**config.mk**
```make
export PLATFORM = sky130hd
export DESIGN_NAME = ula_multiciclo
export DESIGN_NICKNAME = d
export VERILOG_FILES = /design/src/rtl/ula_pkg.sv /design/src/rtl/ula_divisor.sv /design/src/rtl/ula_multiciclo.sv
export SDC_FILE = /design/constraint.sdc
export NUM_CORES = 1
export LEC_CHECK = 0
export CAP_MARGIN = 10
export CORE_MARGIN = 1.5
export CORE_UTILIZATION = 35
export DETAILED_ROUTE_END_ITERATION = 10
export GPL_TIMING_DRIVEN = 1
export HOLD_SLACK_MARGIN = 0.06
export SYNTH_ARGS = -nofsm -noshare
export SYNTH_HDL_FRONTEND = slang
export SYNTH_SLANG_ARGS = --single-unit
```
**constraint.sdc**
```tcl
create_clock -name clock -period 9.74 [get_ports clock]
set_input_delay 2.435 -clock clock [delete_from_list [all_inputs] [get_ports clock]]
set_output_delay 2.435 -clock clock [all_outputs]
set_load 0.05 [all_outputs]
```
**src/rtl/ula_pkg.sv**
```systemverilog
// rtl/ula_pkg.sv - control codes, FSM states and decode helpers for the multicycle ALU
//
// Contents:
//   OP_*                  5-bit ALU control codes 0..19
//   OP_PRIMEIRO_INVALIDO  first unsupported code; 20..31 (31 = no-op) raise erro
//   estado_t              FSM state encoding (ST_IDLE / ST_MULT / ST_DIV)
//   eh_divisao()          true for the codes served by the restoring divider

package ula_pkg;

  localparam logic [4:0] OP_ADD  = 5'd0;
  localparam logic [4:0] OP_SUB  = 5'd1;
  localparam logic [4:0] OP_AND  = 5'd2;
  localparam logic [4:0] OP_OR   = 5'd3;
  localparam logic [4:0] OP_NOT  = 5'd4;
  localparam logic [4:0] OP_SHL  = 5'd5;
  localparam logic [4:0] OP_SHR  = 5'd6;
  localparam logic [4:0] OP_BEQ  = 5'd7;
  localparam logic [4:0] OP_BNEQ = 5'd8;
  localparam logic [4:0] OP_BLZ  = 5'd9;
  localparam logic [4:0] OP_SLT  = 5'd10;
  localparam logic [4:0] OP_SGT  = 5'd11;
  localparam logic [4:0] OP_MULT = 5'd12;
  localparam logic [4:0] OP_DIV  = 5'd13;
  localparam logic [4:0] OP_MOD  = 5'd14;
  localparam logic [4:0] OP_XOR  = 5'd15;
  localparam logic [4:0] OP_NAND = 5'd16;
  localparam logic [4:0] OP_NOR  = 5'd17;
  localparam logic [4:0] OP_BLT  = 5'd18;
  localparam logic [4:0] OP_BGRT = 5'd19;

  localparam logic [4:0] OP_PRIMEIRO_INVALIDO = 5'd20;

  typedef enum logic [1:0] {
    ST_IDLE = 2'd0,
    ST_MULT = 2'd1,
    ST_DIV  = 2'd2
  } estado_t;

  function automatic logic eh_divisao(input logic [4:0] c);
    return (c == OP_DIV) || (c == OP_MOD);
  endfunction

endpackage

```
**src/rtl/ula_divisor.sv**
```systemverilog
// rtl/ula_divisor.sv - restoring divider datapath, one quotient bit per step
//
// Ports:
//   clock, reset    rising-edge clock, synchronous active-high reset
//   carrega         load dividendo/divisor and clear the partial remainder
//   passo           perform one restoring iteration (counter lives in the caller)
//   dividendo       unsigned dividend
//   divisor         unsigned divisor
//   quociente_prox  quotient after the iteration currently in progress
//   resto_prox      remainder after the iteration currently in progress
//
// The caller captures the *_prox values on the final iteration edge, so the
// result is available with no extra cycle. With divisor==0 every trial
// subtraction succeeds: the quotient fills with ones and the remainder
// collects the dividend, which is exactly the required b==0 result.

module ula_divisor #(
  parameter int LARGURA = 32
) (
  input  logic               clock,
  input  logic               reset,
  input  logic               carrega,
  input  logic               passo,
  input  logic [LARGURA-1:0] dividendo,
  input  logic [LARGURA-1:0] divisor,
  output logic [LARGURA-1:0] quociente_prox,
  output logic [LARGURA-1:0] resto_prox
);

  logic [LARGURA-1:0] quoc;
  logic [LARGURA-1:0] resto;
  logic [LARGURA-1:0] div_reg;
  logic [LARGURA:0]   parcial;
  logic [LARGURA+1:0] dif;

  // quoc doubles as the dividend shift register: its MSB feeds the remainder
  // while quotient bits enter at the bottom.
  always_comb begin
    parcial = {resto, quoc[LARGURA-1]};
    dif     = {1'b0, parcial} - {2'b00, div_reg};
    if (dif[LARGURA+1]) begin
      resto_prox     = parcial[LARGURA-1:0];
      quociente_prox = {quoc[LARGURA-2:0], 1'b0};
    end else begin
      resto_prox     = dif[LARGURA-1:0];
      quociente_prox = {quoc[LARGURA-2:0], 1'b1};
    end
  end

  always_ff @(posedge clock) begin
    if (reset) begin
      quoc    <= '0;
      resto   <= '0;
      div_reg <= '0;
    end else if (carrega) begin
      quoc    <= dividendo;
      resto   <= '0;
      div_reg <= divisor;
    end else if (passo) begin
      quoc    <= quociente_prox;
      resto   <= resto_prox;
    end
  end

endmodule

```
**src/rtl/ula_multiciclo.sv**
```systemverilog
// rtl/ula_multiciclo.sv - multicycle execute-stage ALU with iterative mult/div/mod
//
// Ports:
//   clock, reset   rising-edge clock, synchronous active-high reset
//   start          launch an operation (ignored while busy)
//   controle       5-bit ALU control code
//   a, b           operands; b[4:0] is the shift amount for shl/shr
//   busy           iterative operation in progress
//   done           one-cycle pulse, resultado and flags valid
//   resultado      registered result, held until the next done
//   zero           resultado == 0
//   desvio         branch condition (branch codes only)
//   div_zero       div/mod with b == 0
//   erro           unsupported control code (20..31)
//
// Build option: MULT_FAST_EN selects a combinational single-cycle multiplier;
// otherwise mult is an iterative shift-add taking LARGURA cycles.

module ula_multiciclo
  import ula_pkg::*;
#(
  parameter int LARGURA = 32
) (
  input  logic               clock,
  input  logic               reset,
  input  logic               start,
  input  logic [4:0]         controle,
  input  logic [LARGURA-1:0] a,
  input  logic [LARGURA-1:0] b,
  output logic               busy,
  output logic               done,
  output logic [LARGURA-1:0] resultado,
  output logic               zero,
  output logic               desvio,
  output logic               div_zero,
  output logic               erro
);

  localparam int CW = $clog2(LARGURA);

  estado_t            estado, prox_estado;
  logic [CW-1:0]      cnt;
  logic [LARGURA-1:0] b_reg;
  logic               mod_reg;
  logic               aceita, iterativo, mult_iter, ultimo, fim_iter;
  logic [LARGURA-1:0] r_simples, r_iter;
  logic               d_simples, e_simples;
  logic [LARGURA-1:0] quoc_prox, resto_prox, mult_prox;
  logic               menor, maior;

  assign aceita    = start && (estado == ST_IDLE);
  assign iterativo = mult_iter || eh_divisao(controle);
  assign ultimo    = (cnt == CW'(LARGURA - 1));

  // ---------------- multiplier ----------------
`ifdef MULT_FAST_EN
  assign mult_iter = 1'b0;
  assign mult_prox = '0;
`else
  logic [LARGURA-1:0] acc, mcand, mplier;

  assign mult_iter = (controle == OP_MULT);
  assign mult_prox = acc + (mplier[0] ? mcand : '0);

  // Shift-add: only the low LARGURA bits of the product are kept, so the
  // shifted multiplicand may simply drop bits off the top.
  always_ff @(posedge clock) begin
    if (reset) begin
      acc    <= '0;
      mcand  <= '0;
      mplier <= '0;
    end else if (aceita) begin
      acc    <= '0;
      mcand  <= a;
      mplier <= b;
    end else if (estado == ST_MULT) begin
      acc    <= mult_prox;
      mcand  <= mcand << 1;
      mplier <= mplier >> 1;
    end
  end
`endif

  // ---------------- divider ----------------
  ula_divisor #(.LARGURA(LARGURA)) u_divisor (
    .clock          (clock),
    .reset          (reset),
    .carrega        (aceita && eh_divisao(controle)),
    .passo          (estado == ST_DIV),
    .dividendo      (a),
    .divisor        (b),
    .quociente_prox (quoc_prox),
    .resto_prox     (resto_prox)
  );

  // ---------------- FSM: state register ----------------
  always_ff @(posedge clock) begin
    if (reset) estado <= ST_IDLE;
    else       estado <= prox_estado;
  end

  // ---------------- FSM: next state ----------------
  always_comb begin
    prox_estado = estado;
    case (estado)
      ST_IDLE: begin
        if (aceita && mult_iter)                  prox_estado = ST_MULT;
        else if (aceita && eh_divisao(controle))  prox_estado = ST_DIV;
      end
      ST_MULT, ST_DIV: begin
        if (ultimo) prox_estado = ST_IDLE;
      end
      default: prox_estado = ST_IDLE;
    endcase
  end

  // ---------------- FSM: outputs ----------------
  always_comb begin
    busy     = (estado != ST_IDLE);
    fim_iter = busy && ultimo;
    if (estado == ST_MULT) r_iter = mult_prox;
    else if (mod_reg)      r_iter = resto_prox;
    else                   r_iter = quoc_prox;
  end

  // ---------------- single-cycle operations ----------------
  assign menor = ($signed(a) < $signed(b));
  assign maior = ($signed(a) > $signed(b));

  always_comb begin
    r_simples = '0;
    d_simples = 1'b0;
    e_simples = (controle >= OP_PRIMEIRO_INVALIDO);
    case (controle)
      OP_ADD:  r_simples = a + b;
      OP_SUB:  r_simples = a - b;
      OP_AND:  r_simples = a & b;
      OP_OR:   r_simples = a | b;
      OP_NOT:  r_simples = ~a;
      OP_SHL:  r_simples = a << b[4:0];
      OP_SHR:  r_simples = a >> b[4:0];
      OP_BEQ:  begin r_simples = a - b; d_simples = (a == b);     end
      OP_BNEQ: begin r_simples = a - b; d_simples = (a != b);     end
      OP_BLZ:  begin r_simples = a - b; d_simples = a[LARGURA-1]; end
      OP_BLT:  begin r_simples = a - b; d_simples = menor;        end
      OP_BGRT: begin r_simples = a - b; d_simples = maior;        end
      OP_SLT:  r_simples = {{(LARGURA-1){1'b0}}, menor};
      OP_SGT:  r_simples = {{(LARGURA-1){1'b0}}, maior};
`ifdef MULT_FAST_EN
      OP_MULT: r_simples = a * b;
`endif
      OP_XOR:  r_simples = a ^ b;
      OP_NAND: r_simples = ~(a & b);
      OP_NOR:  r_simples = ~(a | b);
      default: r_simples = '0;
    endcase
  end

  // ---------------- registered results ----------------
  always_ff @(posedge clock) begin
    if (reset) begin
      done      <= 1'b0;
      resultado <= '0;
      zero      <= 1'b0;
      desvio    <= 1'b0;
      div_zero  <= 1'b0;
      erro      <= 1'b0;
      cnt       <= '0;
      b_reg     <= '0;
      mod_reg   <= 1'b0;
    end else begin
      done <= 1'b0;
      if (aceita) begin
        cnt     <= '0;
        b_reg   <= b;
        mod_reg <= (controle == OP_MOD);
        if (!iterativo) begin
          done      <= 1'b1;
          resultado <= r_simples;
          zero      <= (r_simples == '0);
          desvio    <= d_simples;
          div_zero  <= 1'b0;
          erro      <= e_simples;
        end
      end else if (busy) begin
        cnt <= cnt + CW'(1);
        if (fim_iter) begin
          done      <= 1'b1;
          resultado <= r_iter;
          zero      <= (r_iter == '0);
          desvio    <= 1'b0;
          erro      <= 1'b0;
          div_zero  <= (estado == ST_DIV) && (b_reg == '0);
        end
      end
    end
  end

endmodule

```
==> results.tsv <==
stage	metric	value	unit
timing	slew_headroom	25.4	%
detailed_routing	via_per_inst	6.25	
timing	hold_slack	0.453	ns
detailed_routing	drc	0	
placed_design	hpwl	88600	um
detailed_routing	ant_nets	0	
detailed_routing	drt_wl_total	117000	um
grt	grt_pass1_vias	26000	
placed_design	port_buffers	109	
setup_path	path_class	input port to register	
status	outcome	finished clean	
grt	grt_antenna_before_repair	4	
synthesis	yosysUniqueCellTypes	97	
cts	clockRootBuffer	clkbuf_16	
die	start_util	35.3	%
synthesis	synth_seq_cells	269	
timing	finalHoldViolCount	0	
synthesis	avgSynthCellArea	7.45	um^2
synthesis	ys.flop_type	dfxtp_1	
cells_and_area	syn2layout_area_growth	11.2	%
placed_design	gp_congestion	1.04	
cts	clkSlewWorstSetupHoldPaths	0.06	ns
cts	cts-root-to-sink-buffers	3	
synthesis	async_reset_ff_share	0	%
grt	grt_pass1_wl	174000	um
grt	grt_max_degree	84	
grt	track_usage	29.7	%
flow_run	drv_cap	0	
detailed_routing	drtIter0Drc	3221	
setup_path	required	10.18	ns
die	die_area	76400	um^2
timing	tightest_slew	1.11	ns
setup_path	cp-start-kind	input port	
synthesis	netlist_area	26200	um^2
setup_path	critical_path_arrival	7.60	ns
power_and_ir_drop	leakagePower	11.2	nW
cts	cts_resized	0	
cts	cts_setup_buffers	0	
timing	fin_setup_tns	0	ns
cells_and_area	drive_gt1_share	8.25	%
synthesis	synth_edf_count	0	
timing	fin_crit_sh	73.6	%
synthesis	syn_inst	3515	
synthesis	synth_top_area_share	20.6	%
detailed_routing	dr.pass1.iters	6	
timing	clock.fmax	0.139	GHz
detailed_routing	wl_per_cell	26.3	um
grt	grt_overflow_total	0	
cts	cts_tree	yes	
die	die_h	276	um
setup_path	path_max_fanout	15	
timing	period_minus_slack	7.17	ns
die	die_w	276	um
timing	rsz0062_at_grt	false	
cts	htreeDepth	2	
cts	ctsHoldBuffers	0	
cells_and_area	nets	3695	
synthesis	yosysWarnings	0	
power_and_ir_drop	p_total	0.00387	W
cts	clk_latency	0.56	ns
setup_path	crit_path_end_kind	register	
cts	cts_buffers	34	
timing	slew_violations	0	
power_and_ir_drop	p_per_area	133	nW/um^2
timing	finClkSkew	0.0340	ns
cts	cts.sinks	269	
min_path	hold_class	register to register	
detailed_routing	vias	27800	
die	rows	100	
power_and_ir_drop	ir_drop	0.102	mV
synthesis	synth_top_cell_by_area	dfxtp_1	
cells_and_area	n_fill_cell	7760	
timing	final-setup-viol-count	0	
synthesis	ys_seq_area_share	20.6	%
synthesis	synth_fp_nets	3757	
die	pin_count	110	
synthesis	synth.area.top_cells	dfxtp_1 (21%), ha_1 (7.9%), mux2i_1 (6.8%)	
die	core_area	74200	um^2
==> area by class of cell <==
type,instances,area [um^2],area share (%)
Clock buffer,48,995,3.42
Sequential cell,269,5390,18.5
Antenna cell,2,5.00,0.0172
Inverter,163,612,2.10
Timing Repair Buffer,182,1620,5.58
Multi-Input combinational cell,2803,19000,65.5
Tap cell,969,1210,4.17
Clock inverter,12,218,0.748
==> power by group <==
part / leakage [nW] / switching (W) / internal [W] / total [W]
clock: 0.591 / 0.000537 / 0.000852 / 0.00139
combinational: 8.39 / 0.000873 / 0.000426 / 0.00130
sequential: 2.19 / 0.0000331 / 0.00114 / 0.00118
total: 11.2 / 0.00144 / 0.00242 / 0.00387
==> stage by stage <==
stage	util, %	cells	instance area, um^2	setup slack [ns]
6_report	39.2	4448	29100	2.57
5_1_grt	39.2	4446	29100	2.43
4_1_cts	39.2	4446	29100	2.75
3_5_place_dp	37.6	4386	27900	2.19
3_3_place_gp	37.6	4386	27900	2.30
2_1_floorplan	-	3515	26200	3.48
==> worst max-delay path: stages <==
cell             delay (ns)
clkdlybuf4s50_1        0.83
clkinv_1               0.43
ha_1                   0.58
inv_1                  0.10
o41a_1                 0.50
a21boi_1               0.34
o21ai_0                0.26
a211oi_1               0.44
o2111ai_1              0.19
a2111oi_0              0.51
nor3_1                 0.22
and4_1                 0.24
nand4b_1               0.15
nor4_2                 0.07
a211o_1                0.30
==> layout by cell type, fill, tap and decap left out, drive strengths merged, types with 11 or more instances in the layout <==
master | Yosys | layout
nand2b | 29 | 29
o21bai | 17 | 17
nor4 | 29 | 29
ha | 166 | 166
buf | 88 | 79
o21a | 20 | 20
nand3 | 70 | 70
nor3 | 70 | 70
xnor2 | 37 | 37
nand3b | 11 | 11
and2 | 47 | 47
a21o | 25 | 25
inv | 160 | 163
nor2b | 30 | 30
a221oi | 15 | 15
or2 | 13 | 13
mux2i | 179 | 179
dfxtp | 269 | 269
clkdlybuf4s50 | 0 | 103
a221o | 15 | 15
or3 | 20 | 20
nor2 | 397 | 397
mux2 | 55 | 55
o2111ai | 13 | 13
a2111oi | 17 | 17
mux4 | 59 | 59
clkbuf | 192 | 48
nand2 | 453 | 453
and3 | 18 | 18
o31ai | 20 | 20
a21oi | 353 | 353
a211o | 11 | 11
xor2 | 26 | 26
o221ai | 19 | 19
o21ai | 137 | 137
nand4 | 33 | 33
o211ai | 52 | 52
a311oi | 20 | 20
a31oi | 29 | 29
a211oi | 137 | 137
==> logic make-up after synthesis <==
kind of cell	after synthesis	synth area share (%)
buffers and inverters	443	6.99
adder cells (fa/ha/maj)	170	8.24
AO/OA/AOI/OAI	1023	26.0
flip-flops	269	20.6
XOR/XNOR	63	2.11
AND/OR/NAND/NOR	1254	21.6
multiplexers	293	14.5
==> cell usage after synthesis (all sizes together) (11+ instances only) <==
| library cell | number |
|---|---|
| nand3b | 11 |
| nand2 | 453 |
| nor4 | 29 |
| o21bai | 17 |
| o31ai | 20 |
| dfxtp | 269 |
| buf | 88 |
| nor3 | 70 |
| nor2 | 397 |
| o221ai | 19 |
| or2 | 13 |
| a221oi | 15 |
| a21o | 25 |
| nand3 | 70 |
| mux4 | 59 |
| xnor2 | 37 |
| nor2b | 30 |
| a211oi | 137 |
| a2111oi | 17 |
| and3 | 18 |
| o211ai | 52 |
| a221o | 15 |
| nand2b | 29 |
| inv | 160 |
| nand4 | 33 |
| a21oi | 353 |
| mux2i | 179 |
| o21a | 20 |
| a31oi | 29 |
| o2111ai | 13 |
| and2 | 47 |
| mux2 | 55 |
| ha | 166 |
| a211o | 11 |
| xor2 | 26 |
| o21ai | 137 |
| clkbuf | 192 |
| or3 | 20 |
| a311oi | 20 |
==> layer usage <==
layer / share of wire [%] / global-route usage [%]
met1: 43 / 40.3
met3: 8.9 / 4.94
met2: 43 / 45.3
met5: 0 / 0
met4: 5.5 / 14.5
==> worst paths after layout <==
path	from	end	cells after the start	slack [ns]
worst max-delay path	b[4]	zero	15	2.57
worst min-delay path	u_divisor.div_reg[4]	u_divisor.div_reg[4]	2	0.45
worst max register to register	u_divisor.div_reg[3]	zero	15	3.88
worst min register to register	u_divisor.div_reg[4]	u_divisor.div_reg[4]	2	0.45
No activity file was read; power rests on OpenSTA's default activity.
